## src/rtl/rdwr_req_arb.sv

```systemverilog
// Weighted read/write request arbiter onto a single registered TX issue bus.
// Optional statistics counters are built only when RDWR_ARB_STATS_EN is defined.
//
//  state   | meaning
//  --------+-------------------------------------------------------------
//  RD_TURN | reads own the bus until RdWeight grants or reads stall
//  WR_TURN | writes own the bus until WrWeight packets or writes stall
//  WR_LOCK | mid multi-CL write packet; only its remaining beats issue
module rdwr_req_arb #(
    parameter int ADDR_LMT    = 20,
    parameter int MAX_RD_PEND = 512,
    parameter int PEND_W      = 10
) (
    input  logic                Clk_400,
    input  logic                SoftReset,
    input  logic [3:0]          cfg_RdWeight,
    input  logic [3:0]          cfg_WrWeight,
    input  logic                rw2ab_RdEn,
    input  logic [ADDR_LMT-1:0] rw2ab_RdAddr,
    input  logic [15:0]         rw2ab_RdTID,
    input  logic [1:0]          rw2ab_RdLen,
    output logic                ab2rw_RdSent,
    input  logic                rw2ab_WrEn,
    input  logic [ADDR_LMT-1:0] rw2ab_WrAddr,
    input  logic [15:0]         rw2ab_WrTID,
    input  logic [511:0]        rw2ab_WrDin,
    input  logic [1:0]          rw2ab_WrLen,
    input  logic                rw2ab_WrSop,
    output logic                ab2rw_WrSent,
    output logic                ab2rw_WrAlmFull,
    input  logic                tx2ab_AlmFull,
    input  logic                tx2ab_RdRspValid,
    output logic                ab2tx_Valid,
    output logic                ab2tx_IsWr,
    output logic [ADDR_LMT-1:0] ab2tx_Addr,
    output logic [15:0]         ab2tx_TID,
    output logic [1:0]          ab2tx_Len,
    output logic                ab2tx_Sop,
    output logic [511:0]        ab2tx_Data,
    output logic                ab2re_PendErr,
    output logic [31:0]         ab2re_RdGrants,
    output logic [31:0]         ab2re_WrGrants,
    output logic [31:0]         ab2re_StallCyc
);

    typedef enum logic [1:0] {
        RD_TURN = 2'd0,
        WR_TURN = 2'd1,
        WR_LOCK = 2'd2
    } state_t;

    localparam logic [PEND_W:0]   PEND_LIM = MAX_RD_PEND[PEND_W:0];
    localparam logic [PEND_W:0]   ONE_X    = {{PEND_W{1'b0}}, 1'b1};
    localparam logic [PEND_W-1:0] ONE_P    = {{(PEND_W-1){1'b0}}, 1'b1};

    state_t            state, state_nxt;
    logic [3:0]        count, count_nxt;
    logic [4:0]        count_inc;
    logic [1:0]        lock_cnt, lock_cnt_nxt;
    logic [4:0]        rd_weight, wr_weight;
    logic [PEND_W-1:0] rd_pend, pend_sum, pend_nxt;
    logic [PEND_W:0]   rd_need;
    logic              rd_ok, wr_ok, grant_rd, grant_wr, rsp_ok;

    assign rd_weight = (cfg_RdWeight == 4'd0) ? 5'd1 : {1'b0, cfg_RdWeight};
    assign wr_weight = (cfg_WrWeight == 4'd0) ? 5'd1 : {1'b0, cfg_WrWeight};
    assign count_inc = {1'b0, count} + 5'd1;

    // CLs that would be outstanding if this read were issued now
    assign rd_need = {1'b0, rd_pend} + {{(PEND_W-1){1'b0}}, rw2ab_RdLen} + ONE_X;

    assign rd_ok = rw2ab_RdEn & ~tx2ab_AlmFull & (rd_need <= PEND_LIM);
    assign wr_ok = rw2ab_WrEn & ~tx2ab_AlmFull;

    assign ab2rw_RdSent    = grant_rd;
    assign ab2rw_WrSent    = grant_wr;
    assign ab2rw_WrAlmFull = tx2ab_AlmFull;

    always_comb begin
        state_nxt    = state;
        count_nxt    = count;
        lock_cnt_nxt = lock_cnt;
        grant_rd     = 1'b0;
        grant_wr     = 1'b0;
        if (!SoftReset) begin
            case (state)
                RD_TURN: begin
                    if (rd_ok) begin
                        grant_rd = 1'b1;
                        if (count_inc >= rd_weight) begin
                            state_nxt = WR_TURN;
                            count_nxt = '0;
                        end else begin
                            count_nxt = count_inc[3:0];
                        end
                    end else if (wr_ok) begin
                        state_nxt = WR_TURN;
                        count_nxt = '0;
                    end
                end
                WR_TURN: begin
                    if (wr_ok) begin
                        grant_wr = 1'b1;
                        if (rw2ab_WrSop && (rw2ab_WrLen != 2'd0)) begin
                            state_nxt    = WR_LOCK;
                            lock_cnt_nxt = rw2ab_WrLen;
                        end else if (count_inc >= wr_weight) begin
                            state_nxt = RD_TURN;
                            count_nxt = '0;
                        end else begin
                            count_nxt = count_inc[3:0];
                        end
                    end else if (rd_ok) begin
                        state_nxt = RD_TURN;
                        count_nxt = '0;
                    end
                end
                WR_LOCK: begin
                    // the packet counts toward the write weight only once its last beat issues
                    if (wr_ok) begin
                        grant_wr     = 1'b1;
                        lock_cnt_nxt = lock_cnt - 2'd1;
                        if (lock_cnt == 2'd1) begin
                            if (count_inc >= wr_weight) begin
                                state_nxt = RD_TURN;
                                count_nxt = '0;
                            end else begin
                                state_nxt = WR_TURN;
                                count_nxt = count_inc[3:0];
                            end
                        end
                    end
                end
                default: begin
                    state_nxt = RD_TURN;
                    count_nxt = '0;
                end
            endcase
        end
    end

    // a response arriving with nothing outstanding is dropped and flagged
    assign rsp_ok   = tx2ab_RdRspValid & (rd_pend != '0);
    assign pend_sum = grant_rd ? rd_need[PEND_W-1:0] : rd_pend;
    assign pend_nxt = rsp_ok ? (pend_sum - ONE_P) : pend_sum;

    always_ff @(posedge Clk_400) begin
        if (SoftReset) begin
            state         <= RD_TURN;
            count         <= '0;
            lock_cnt      <= '0;
            rd_pend       <= '0;
            ab2re_PendErr <= 1'b0;
            ab2tx_Valid   <= 1'b0;
            ab2tx_IsWr    <= 1'b0;
            ab2tx_Addr    <= '0;
            ab2tx_TID     <= '0;
            ab2tx_Len     <= '0;
            ab2tx_Sop     <= 1'b0;
            ab2tx_Data    <= '0;
        end else begin
            state       <= state_nxt;
            count       <= count_nxt;
            lock_cnt    <= lock_cnt_nxt;
            rd_pend     <= pend_nxt;
            ab2tx_Valid <= grant_rd | grant_wr;
            if (tx2ab_RdRspValid && (rd_pend == '0)) begin
                ab2re_PendErr <= 1'b1;
            end
            if (grant_wr) begin
                ab2tx_IsWr <= 1'b1;
                ab2tx_Addr <= rw2ab_WrAddr;
                ab2tx_TID  <= rw2ab_WrTID;
                ab2tx_Len  <= rw2ab_WrLen;
                ab2tx_Sop  <= rw2ab_WrSop;
                ab2tx_Data <= rw2ab_WrDin;
            end else if (grant_rd) begin
                ab2tx_IsWr <= 1'b0;
                ab2tx_Addr <= rw2ab_RdAddr;
                ab2tx_TID  <= rw2ab_RdTID;
                ab2tx_Len  <= rw2ab_RdLen;
                ab2tx_Sop  <= 1'b1;
                ab2tx_Data <= '0;
            end
        end
    end

`ifdef RDWR_ARB_STATS_EN
    always_ff @(posedge Clk_400) begin
        if (SoftReset) begin
            ab2re_RdGrants <= '0;
            ab2re_WrGrants <= '0;
            ab2re_StallCyc <= '0;
        end else begin
            if (grant_rd) begin
                ab2re_RdGrants <= ab2re_RdGrants + 32'd1;
            end
            if (grant_wr) begin
                ab2re_WrGrants <= ab2re_WrGrants + 32'd1;
            end
            if ((rw2ab_RdEn | rw2ab_WrEn) & tx2ab_AlmFull) begin
                ab2re_StallCyc <= ab2re_StallCyc + 32'd1;
            end
        end
    end
`else
    assign ab2re_RdGrants = '0;
    assign ab2re_WrGrants = '0;
    assign ab2re_StallCyc = '0;
`endif

endmodule

```

## config.mk

```make
export PLATFORM = sky130hd
export DESIGN_NAME = rdwr_req_arb
export DESIGN_NICKNAME = d
export VERILOG_FILES = /design/src/rtl/rdwr_req_arb.sv
export SDC_FILE = /design/constraint.sdc
export NUM_CORES = 1
export LEC_CHECK = 0
export BUFFER_PORTS_ARGS = -buffer_cell sky130_fd_sc_hd__buf_2
export CAP_MARGIN = 5
export CORE_AREA = 2 2 494 496
export CTS_CLUSTER_DIAMETER = 40
export DETAILED_ROUTE_END_ITERATION = 6
export DIE_AREA = 0 0 496 498
export GPL_TIMING_DRIVEN = 0
export HOLD_SLACK_MARGIN = 0.06
export PLACE_DENSITY = 0.36
export SLEW_MARGIN = 0
export SYNTH_ARGS = -nofsm -noshare
export SYNTH_HDL_FRONTEND = slang
export SYNTH_SLANG_ARGS = --single-unit
```

## constraint.sdc

```tcl
create_clock -name Clk_400 -period 3.8 [get_ports Clk_400]
set_input_delay 0.76 -clock Clk_400 [delete_from_list [all_inputs] [get_ports Clk_400]]
set_output_delay 0.76 -clock Clk_400 [all_outputs]
set_load 0.01 [all_outputs]
```

==> flow_summary.yaml <==
worst_setup_path:
  crit_required_ns: 4.44
  cpMostUsedCell: "buf_4"
  cp-end-kind: "flop"
  arrival_ns: 4.40
  cp_max_fo: 5
  timing.rr.start: "rd_pend[0]$_SDFF_PP0_"
  timing.critical_path.slowest_stage_cell: "dfxtp_2"
  path_cells: "inv_2 -> ha_4 -> inv_2 -> fa_2 -> and2_4 -> nand4_1 -> buf_4 -> buf_4 -> buf_4 -> buf_4 -> buf_4 -> buf_4 -> buf_4 -> buf_4 -> buf_4 -> buf_4 -> buf_4 -> buf_4 -> buf_4 -> buf_4 -> buf_4 -> nor3_1 -> xnor2_1 -> o32ai_1"
  start_kind: "flop"
  crit_type: "flop to flop"
  startpoint: "rd_pend[0]$_SDFF_PP0_"
  path_buf_inv: 17
  cp_slowest_stage_delay_ns: 0.34
  critical_path.top_delay_family: "buffers and inverters"
finish:
  fillers: 27500
  nNetsFinal: 3695
  multi_input_area_um2: 7170
  area_growth_pct: 78.0
  seqCellArea_um2: 11500
  drive_gt1_share_pct: 50.6
routing:
  final_antenna_net_count: 0
  drc_errors: 0
  drt_iter0_markers: 1332
  dr_total_vias: 21000
  via_per_inst: 3.25
  wire_per_inst_um: 30.7
  routed_wl_um: 198000
  firstDrtPassIters: 5
logic_synthesis:
  netlist_top_cells_area: "dfxtp_1 58%, a22o_1 23%, buf_4 3.7%"
  yosys.area.top_type_share_pct: 58.3
  synth_edf_count: 0
  synth_warnings: 0
  synth_most_common_cell: "dfxtp_1"
  ys_seq_elements: 572
  synth_top_cell_by_area: "dfxtp_1"
  synthFlopType: "dfxtp_1"
  synthArstFlopShare_pct: 0
  syn_avg_cell_area_um2: 11.8
  syn_area_um2: 19700
  ys_seq_area_share_pct: 58.3
  ys_types: 63
  synth_common_cells: "572 x dfxtp_1, 512 x a22o_1, 97 x buf_4"
  syn_inst: 1665
die:
  chipWidth_um: 496
  top_level_ports: 1256
  coreArea_um2: 242000
  rows: 181
  start_util_pct: 8.13
  dieHeight_um: 498
  dieArea_um2: 247000
pwr:
  leakagePower_nw: 16.4
  vdd.ir_drop.worst_uv: 387
  powerDensity_nw_per_um2: 633
sta:
  setup-violations-final: 0
  max_freq_mhz: 266
  skew_ns: 0.0460
  worstMarginPinSlew_ns: 1.42
  hold_viol_final: 0
  fin_crit_sh_pct: 99.0
  worst_hold_slack_ns: 0.205
  slew_viol_final: 0
  rsz0062_at_grt: "yes"
  relSlewSlack_pct: 5.17
  fin_crit_ns: 3.76
  setup_ws_ns: 0.0382
cts:
  cts.htree.levels: 4
  cts_tree: "done"
  cts_buffer_depth: 3
  clock_latency_ns: 0.77
  cts-buffers-inserted: 132
  root_buffer: "clkbuf_16"
  clk_pin_slew_ns: 0.05
  numClockSinks: 572
grt:
  grt_usage_pct: 15.4
  grt_overflow: 0
  antenna_found_initial: 296
  grt_pass1_vias: 19800
  grt_pass1_wl_um: 239000
  grt_max_degree: 17
place:
  dpl_worst_slack_ns: -1.42
  dp_hpwl_um: 176000
  port_buffers: 1159
  routabilityCongestion: 0.903
hold_path:
  min_from: "rw2ab_WrDin[348]"
  hold_class: "input port to flop"
run:
  drv_cap: 0
status:
  status: "completed"
-- routing by layer --
layer | up-vias | share of wire, % | GRT usage [%]
met1 | 9621 | 34 | 15.3
met2 | 1438 | 45 | 24.7
met4 | 214 | 2.6 | 3.22
li1 | 9153 | - | -
met3 | 576 | 18 | 12.7
met5 | - | 0.70 | 0
-- repair_timing --
item                                    CTS  global route
hold buffers                              0             0
pin swaps                                 4             3
endpoints found under the setup margin  513            61
gates resized for setup                  21             5
setup buffers                            20             3
-- path summary, 6_finish.rpt --
kind,endpoint,slack (ns),depth (start not counted)
max,rd_pend[6]$_SDFF_PP0_,0.04,24
min,ab2tx_Data[348]$_SDFFE_PP0P_,0.20,2
max reg2reg,rd_pend[6]$_SDFF_PP0_,0.04,24
min reg2reg,ab2tx_Data[30]$_SDFFE_PP0P_,0.46,1
-- cell usage in the layout, fill, tap and decap left out, types with 4 or more instances in the layout --
master and n:
or3_1 4, clkbuf_1 81, bufinv_16 15, xnor2_1 11, dfxtp_1 571, nand2b_1 4
buf_6 5, clkinv_16 6, and3_1 5, clkinvlp_4 12, o21ai_0 9, ha_1 15
o21ai_1 4, a21oi_1 14, nand2_1 20, buf_4 126, buf_2 1213, conb_1 96
inv_6 12, nor3_1 9, inv_1 18, nor2_1 55, or4_1 4, clkbuf_16 132
inv_16 4, clkbuf_8 20, diode_2 76, xor2_1 6, nand3_1 5, clkinv_4 8
a21o_1 4, a211oi_1 42, mux2i_1 41, clkinv_2 19, a22o_1 512
-- final cells by class --
type | instances | share of cell area (%)
multi-input combinational | 927 | 20.5
buffer | 237 | 3.95
sequential | 572 | 32.7
tap | 3202 | 11.5
timing repair buffer | 1182 | 17.1
antenna | 76 | 0.544
clock buffer | 163 | 10.3
inverter | 22 | 0.311
clock inverter | 77 | 3.07
-- report_power, final --
part | internal [mW] | switching (mW) | leakage [nW]
Sequential | 6.44 | 0.278 | 4.63
Clock | 7.82 | 4.28 | 2.27
Combinational | 1.30 | 2.03 | 9.52
-- flip-flops by register name (all words and copies together), names as in the netlist, 2 cells and up --
register    count
state           2
count           4
ab2tx_Len       2
lock_cnt        2
rd_pend        10
ab2tx_TID      16
ab2tx_Data    512
ab2tx_Addr     20
-- kinds of logic (layout without fill, tap and decap cells) --
kind of cell	count (synthesis)	after routing	synth area share (%)
muxes	45	45	2.34
other	1	172	0.0191
DFF	572	572	58.3
adders and majority gates	18	18	1.18
AOI/OAI and AO/OA	617	617	26.7
xor gates and xnor gates	18	18	0.802
buffers and inverters	261	1681	7.32
and+or+nand+nor	133	133	3.37
-- through the flow --
| stage | total power [mW] | instances | util, % | cell area (um2) | setup TNS [ns] |
|---|---|---|---|---|---|
| floorplan | 8.42 | 1760 | - | 20000 | -0.0401 |
| global placement | 10.1 | 6121 | 12.3 | 29900 | -507.77 |
| detailed placement | 10.2 | 6121 | 12.3 | 29900 | -525.00 |
| CTS | 22.5 | 6380 | 14.4 | 34700 | 0 |
| global route | 23.0 | 6394 | 14.4 | 34800 | -0.108 |
| finish | 22.2 | 6458 | 14.5 | 35000 | 0 |
Power figures use the tool's default switching activity.
